==> src/rtl/quad_step_decoder.sv <==
// Quadrature encoder front end: two-flop synchronisers, per-channel debounce,
// and Gray-code decode into a step pulse, direction level and error reporting.
module quad_step_decoder #(
    parameter int FILT_LEN   = 4,
    parameter int SETTLE_LEN = FILT_LEN + 2
) (
    input  logic       clk,
    input  logic       rst,
    input  logic       en,
    input  logic       a_in,
    input  logic       b_in,
    input  logic       err_clr,
    output logic       step,
    output logic       direc,
    output logic       err,
    output logic       err_flag,
    output logic [1:0] ab_filt
);
    localparam int FCW = 4;
    localparam int SCW = $clog2(SETTLE_LEN + 1);
    localparam logic [FCW-1:0] FC_LAST = FCW'(FILT_LEN - 1);
    localparam logic [SCW-1:0] SC_LAST = SCW'(SETTLE_LEN - 1);

    typedef enum logic [0:0] {
        SETTLE = 1'b0,
        RUN    = 1'b1
    } state_t;

    state_t              state_r, state_s;
    logic [SCW-1:0]      settle_cnt_r, settle_cnt_s;
    logic [1:0]          sync1_r, sync2_r;
    logic [1:0]          filt_r, filt_s;
    logic [1:0]          prev_r;
    logic [1:0][FCW-1:0] fc_r, fc_s;
    logic                step_s, direc_s, err_s, err_flag_s;

    // True when {A,B} moving from from_ab to to_ab is one step of the up sequence.
    function automatic logic is_up(input logic [1:0] from_ab, input logic [1:0] to_ab);
        case ({from_ab, to_ab})
            4'b0010, 4'b1011, 4'b1101, 4'b0100: return 1'b1;
            default:                            return 1'b0;
        endcase
    endfunction

    // Settle sequencing and per-channel debounce next-state.
    always_comb begin
        state_s      = state_r;
        settle_cnt_s = settle_cnt_r;
        filt_s       = filt_r;
        fc_s         = fc_r;
        case (state_r)
            SETTLE: begin
                // Filter bypassed so ab_filt reflects the pins once decoding starts.
                filt_s = sync2_r;
                fc_s   = '0;
                if (settle_cnt_r == SC_LAST) begin
                    state_s      = RUN;
                    settle_cnt_s = '0;
                end else begin
                    settle_cnt_s = settle_cnt_r + SCW'(1);
                end
            end
            RUN: begin
                for (int i = 0; i < 2; i++) begin
                    if (sync2_r[i] == filt_r[i]) begin
                        fc_s[i] = '0;
                    end else if (fc_r[i] == FC_LAST) begin
                        filt_s[i] = sync2_r[i];
                        fc_s[i]   = '0;
                    end else begin
                        fc_s[i] = fc_r[i] + FCW'(1);
                    end
                end
            end
            default: begin
                state_s      = SETTLE;
                settle_cnt_s = '0;
            end
        endcase
    end

    // Decode of the previous/current filtered pair and sticky error update.
    always_comb begin
        step_s     = 1'b0;
        err_s      = 1'b0;
        direc_s    = direc;
        err_flag_s = err_flag;
        if (state_r == RUN) begin
            case (prev_r ^ filt_r)
                2'b11: begin
                    err_s = 1'b1;
                end
                2'b01, 2'b10: begin
                    if (en) begin
                        step_s  = 1'b1;
                        direc_s = is_up(prev_r, filt_r);
                    end else begin
                        step_s = 1'b0;
                    end
                end
                default: begin
                    step_s = 1'b0;
                end
            endcase
        end else begin
            step_s = 1'b0;
        end
        if (err_s) begin
            err_flag_s = 1'b1;
        end else if (err_clr) begin
            err_flag_s = 1'b0;
        end else begin
            err_flag_s = err_flag;
        end
    end

    // State, filter and output registers.
    always_ff @(posedge clk or negedge rst) begin
        if (!rst) begin
            state_r      <= SETTLE;
            settle_cnt_r <= '0;
            sync1_r      <= 2'b00;
            sync2_r      <= 2'b00;
            filt_r       <= 2'b00;
            prev_r       <= 2'b00;
            fc_r         <= '0;
            step         <= 1'b0;
            direc        <= 1'b0;
            err          <= 1'b0;
            err_flag     <= 1'b0;
        end else begin
            state_r      <= state_s;
            settle_cnt_r <= settle_cnt_s;
            sync1_r      <= {a_in, b_in};
            sync2_r      <= sync1_r;
            filt_r       <= filt_s;
            prev_r       <= filt_r;
            fc_r         <= fc_s;
            step         <= step_s;
            direc        <= direc_s;
            err          <= err_s;
            err_flag     <= err_flag_s;
        end
    end

    assign ab_filt = filt_r;

endmodule

==> config.mk <==
export PLATFORM = sky130hd
export DESIGN_NAME = quad_step_decoder
export DESIGN_NICKNAME = d
export VERILOG_FILES = /design/src/rtl/quad_step_decoder.sv
export SDC_FILE = /design/constraint.sdc
export NUM_CORES = 1
export LEC_CHECK = 0
export ABC_AREA = 1
export BUFFER_PORTS_ARGS = -buffer_cell sky130_fd_sc_hd__buf_2
export CAP_MARGIN = 10
export CORE_UTILIZATION = 49
export CTS_CLUSTER_DIAMETER = 30
export DETAILED_ROUTE_END_ITERATION = 6
export PLACE_DENSITY_LB_ADDON = 0.25
export SLEW_MARGIN = 20
export SYNTH_ARGS = -nofsm -noshare
export SYNTH_HDL_FRONTEND = slang
export SYNTH_SLANG_ARGS = --single-unit
==> constraint.sdc <==
create_clock -name clk -period 1.1 [get_ports clk]
set_input_delay 0.11 -clock clk [delete_from_list [all_inputs] [get_ports clk]]
set_output_delay 0.11 -clock clk [all_outputs]
set_load 0.02 [all_outputs]
# [Yosys cells after proc, flatten, opt, wreduce, memory -nomap -nowiden]
# Cells that the tools add are included.
[word_totals] ff_bits=24 input_bits=6 out_inout_bits=6 wordCells=61
[op_classes] addsub=3 n_eq_ne=16 muxes=21 n_bitwise=2 reduce_logical=6
[ops] operator="4-bit two-way mux" n=4
[ops] operator="8-bit one-hot mux with 2 select lines" n=1
[ops] operator="1-bit two-way mux" n=14
[ops] operator="4-bit by 2-bit equality test with 1-bit output, second input constant" n=3
[ops] operator="4-bit by 1-bit adder with 4-bit output, second input constant" n=2
[ops] operator="4-bit equality test, second input constant" n=2
[ops] operator="2-bit equality test, second input constant" n=2
[ops] operator="4-bit by 3-bit equality test with 1-bit output, second input constant" n=1
[ops] operator="2-bit by 1-bit inequality test with 1-bit output, second input constant" n=2
[ops] operator="2-bit inequality test, second input constant" n=2
[ops] operator="2-bit one-hot mux with 2 select lines" n=1
[ops] operator="2-bit AND reduction" n=2
[ops] operator="4-bit OR reduction" n=1
[ops] operator="3-bit by 1-bit adder with 3-bit output, second input constant" n=1
[ops] operator="3-bit equality test, second input constant" n=1
[ops] operator="3-bit two-way mux" n=1
[ops] operator="3-bit AND reduction" n=1
[ops] operator="1-bit equality test" n=2
[ops] operator="2-bit by 1-bit equality test with 1-bit output, second input constant" n=1
[ops] operator="2-bit nonzero test" n=1
[ops] operator="2-bit OR reduction" n=1
[ops] operator="2-bit XOR" n=1
[ops] operator="1-bit inverter" n=1

# [Depth between registers and ports, before layout]
[depth] depth_word=5 depth_mapped=6 ltp_nobuf=6

# [Worst setup path after synthesis]
# No wires, ideal clock.
[synth_path] kind="reg-to-reg" startpoint="register filt_r[1] (netlist: ab_filt[1])" endpoint="register direc" arrival_time_ps=1226 path_slack_ps=-247 path_stages_with_launch=6 n_path_buf=0 period_less_slack_ps=1347 path_cell_list="dfrtp_1 -> xor2_1 -> ha_1 -> nand2_1 -> o21ai_0 -> nand2_1"
[synth_via] elab_chain_cells=4 elab_cells_between_ends=11 classes_between="6 x eq/ne; 1 x mux; 1 x bitwise; 3 x reduce/logical"
[synth_lines] element="start, declared" line="32" rtl="logic [1:0] filt_r, filt_s;"
[synth_lines] element="start signal, assigned" line="136" rtl="filt_r <= filt_s;"
[synth_lines] element="2-bit XOR" line="89" rtl="case (prev_r ^ filt_r)"
[synth_lines] element="2-bit by 1-bit equality test with 1-bit output / 2-bit equality test (equally long branches)" line="89"
[synth_lines] element="2-bit OR reduction" line="89"
[synth_lines] element="3-bit AND reduction (no line)"
[synth_lines] element="end signal, assigned" line="140" rtl="direc <= direc_s;"
[synth_lines] element="end, declared" line="14" rtl="output logic direc,"
# Several ways; a longest one is shown, not always the timed one.
# A chain may end at the register's enable or synchronous reset.

# [Worst setup path after layout]
[layout_path] startpoint="register filt_r[0] (netlist: ab_filt[0])" endpoint="register step"
[layout_via] elab_chain_cells=5 elab_cells_between_ends=6 classes_between="2 x eq/ne; 2 x mux; 1 x bitwise; 1 x reduce/logical"
[layout_lines] element="2-bit XOR (*)" line="89"
[layout_lines] element="2-bit by 1-bit equality test with 1-bit output / 2-bit equality test (equally long branches)" line="89"
[layout_lines] element="2-bit OR reduction (*)" line="89"
[layout_lines] element="1-bit two-way mux (*)" line="89"
[layout_lines] element="1-bit two-way mux (*)" line="88" rtl="if (state_r == RUN) begin"
[layout_lines] element="net step_s" line="35" rtl="logic step_s, direc_s, err_s, err_flag_s;"
[layout_lines] element="end signal, assigned" line="139" rtl="step <= step_s;"
[layout_lines] element="end, declared" line="13" rtl="output logic step,"
# Mark *: on every way through the listed nets, which the timed path passes. The rest lies on a longest branch.

==> impl_metrics.yaml <==
clock_network:
  insertion_delay_ns: 0.31
  clkSinkCount: 24
  cts_root_buffer: "clkbuf_4"
  cts_made_buffers: 3
  cts_tree: "yes"
  clk_path_buf_depth: 2
  htree_levels: 1
  clk_pin_slew_ns: 0.13
layout:
  area_delta_synth_final_pct: 31.61
  utilization_pct: 72.29
  antenna-diode-count: 0
  stdcell_area_um2: 1303
  drive_gt1_share_pct: 34.09
  fin_nets: 142
  final_common_cell: "dfrtp_1"
  layout_common_cells: "dfrtp_1, nand2_1, inv_1, buf_4, nor2_1"
timing:
  relSlewSlack_pct: 65.74
  period_share_pct: 113.5
  fmax_mhz: 800.6
  skew_ns: 0.003463
  fin_crit_ns: 1.249
  setup_viol: 5
  maxSlewViolCount: 0
  finalHoldViolCount: 0
  fin_tns_setup_ns: -0.3439
  rsz0062_at_grt: "true"
  setup_ws_ns: -0.1490
  worstMarginPinSlew_ns: 0.5139
routing:
  drt_iter0_drc: 10
  routedWlPerCell_um: 11.43
  finalWirelength_um: 1794
  ant_nets: 0
  post-route-drc-count: 0
  vias_per_cell: 4.624
  drt-pass1-iter-count: 4
  vias: 726
setup_path:
  critPathCaptureType: "register"
  startpoint_type: "register"
  cp_cell_sequence: "xor2_1, ha_1, nand2_2, nor2_2, buf_4"
  cp.arrival_ns: 1.47
  critPathBufInv: 1
  crit_fanout: 2
  crit_type: "reg2reg"
  slowest_stage: "dfrtp_2"
  slowest_delay_ns: 0.45
  cpLargestDelayFamily: "flip-flops"
  cp.required_ns: 1.32
synthesis:
  yosys_warnings: 0
  synthAdderAreaFrac_pct: 3.793
  syn_area_per_cell_um2: 9.703
  synth_mux_area_share_pct: 0
  syn_inst: 102
  syn_nets: 111
  synth-simple-area-share_pct: 21.24
  ys_ff_latch: 24
  synth-xor-area-share_pct: 5.310
  netlist_area_um2: 989.7
  ys_seq_area_share_pct: 60.68
  synth_compound_area_share_pct: 3.287
  synth_top_family_by_area: "simple AND/OR/NAND/NOR gates"
  synth.distinct_cells: 16
placed_design:
  gp_congestion: 0.7046
  port_buffers: 11
  pre_cts_ws_ns: -0.1321
  placed_cell_area_um2: 1124
  post-dp-hpwl_um: 1221
power:
  irDropWorstVdd_mv: 2.309
  power_mw: 3.443
  leakagePower_nw: 0.6867
  p_per_area_nw_per_um2: 2643
global_route:
  grt_max_degree: 25
  grt_pass1_wl_um: 2987
  grt_pass1_vias: 752
  grt-ovfl-total: 0
  grtUsageMet3_pct: 2.308
  track_usage_pct: 20.24
  antenna_found_initial: 0
  use_met2_pct: 34.44
  globalRouteMet1Util_pct: 24.75
  busiest_layer: "met2"
status:
  status: "finished with violations"
  violations: "negative setup slack"
hold_path:
  hold_path.class: "in2reg"
floorplan:
  num_io_pins: 12
  start_util_pct: 54.93
  dieWidth_um: 46.94
  dieArea_um2: 2203
  core_um2: 1802
  fp.dieH_um: 46.94
  num_rows: 15
flow_run:
  drv_cap: 0
[final cells by class]
type	instances	area, µm²
Timing Repair Buffer	27	201.4
Multi-Input combinational cell	64	365.4
Clock inverter	1	30.03
Sequential cell	24	603.1
Fill cell	138	499.2
Clock buffer	3	22.52
Tap cell	25	31.28
Inverter	13	48.80
[what timing repair did]
| item | in CTS | in global routing |
|---|---|---|
| hold buffers | 4 | 0 |
| buffers inserted | 3 | 3 |
| endpoints found under the hold margin | 27 | 0 |
| resized for setup | 8 | 11 |
| setup endpoints to repair | 5 | 12 |
| pin swaps | 0 | 5 |
[registers in the layout, indices dropped and copies added, names as in the netlist]
signal	cells
prev_r	2
ab_filt	2
fc_r	8
err_flag	1
sync2_r	2
step	1
direc	1
err	1
sync1_r	2
state_r	1
settle_cnt_r	3
[report_power, final]
group	total, mW	leakage, nW	internal [mW]	switching (mW)
Sequential	1.29	0.300	1.13	0.162
Clock	0.624	0.0279	0.368	0.256
Combinational	1.53	0.359	0.745	0.785
Total	3.44	0.687	2.24	1.20
[stage by stage]
stage,std cells,hold WS [ns]
after floorplan,102,-0.1856
after global placement,144,0.1069
after detailed placement,144,0.1145
after CTS,155,0.1009
after global routing,157,0.1216
final,157,0.1061
[worst min-delay path, cell delays in order]
cell and delay, ns:
buf_2 0.10, nand2_2 0.06, o21ai_1 0.06, nand2_1 0.05
[logic make-up after synthesis]
family                     Yosys count
AOI/OAI and AO/OA                    6
adders and majority gates            3
xor gates and xnor gates             6
and+or+nand+nor                     49
DFF                                 24
buffers and inverters               14
[cells in the mapped netlist]
| library cell | n | area (µm²) |
|---|---|---|
| dfrtp_1 | 24 | 600.6 |
| nand3_2 | 1 | 10.01 |
| o21a_1 | 1 | 7.510 |
| buf_4 | 1 | 7.510 |
| inv_2 | 1 | 3.750 |
| nand3_1 | 6 | 30.03 |
| nor2_1 | 12 | 45.04 |
| inv_1 | 12 | 45.04 |
| xnor2_1 | 3 | 26.28 |
| nor2_2 | 3 | 18.77 |
| o21ai_0 | 4 | 20.02 |
| nand4_1 | 2 | 12.51 |
| nand2_1 | 25 | 93.84 |
| ha_1 | 3 | 37.54 |
| a21oi_1 | 1 | 5.000 |
| xor2_1 | 3 | 26.28 |
[path summary, 6_finish.rpt]
check,cells past startpoint,startpoint,endpoint,slack [ns]
worst max-delay path,5,ab_filt[0],step,-0.15
worst min-delay path,4,en,direc,0.11
worst max register to register,5,ab_filt[0],step,-0.15
worst min register to register,0,sync1_r[1],sync2_r[1],0.37
max in group asynchronous,2,rst,ab_filt[0],0.44
min in group asynchronous,2,rst,fc_r[2],0.29
[metal layers]
| layer | wire length (µm) | part of all wire (%) | up-vias |
|---|---|---|---|
| met5 | 0 | 0 | - |
| met4 | 21 | 1.2 | 0 |
| met3 | 29 | 1.6 | 2 |
| met2 | 927 | 52 | 7 |
| met1 | 816 | 45 | 340 |
| li1 | - | - | 377 |
Note: power is estimated with default switching activity, not from simulation.
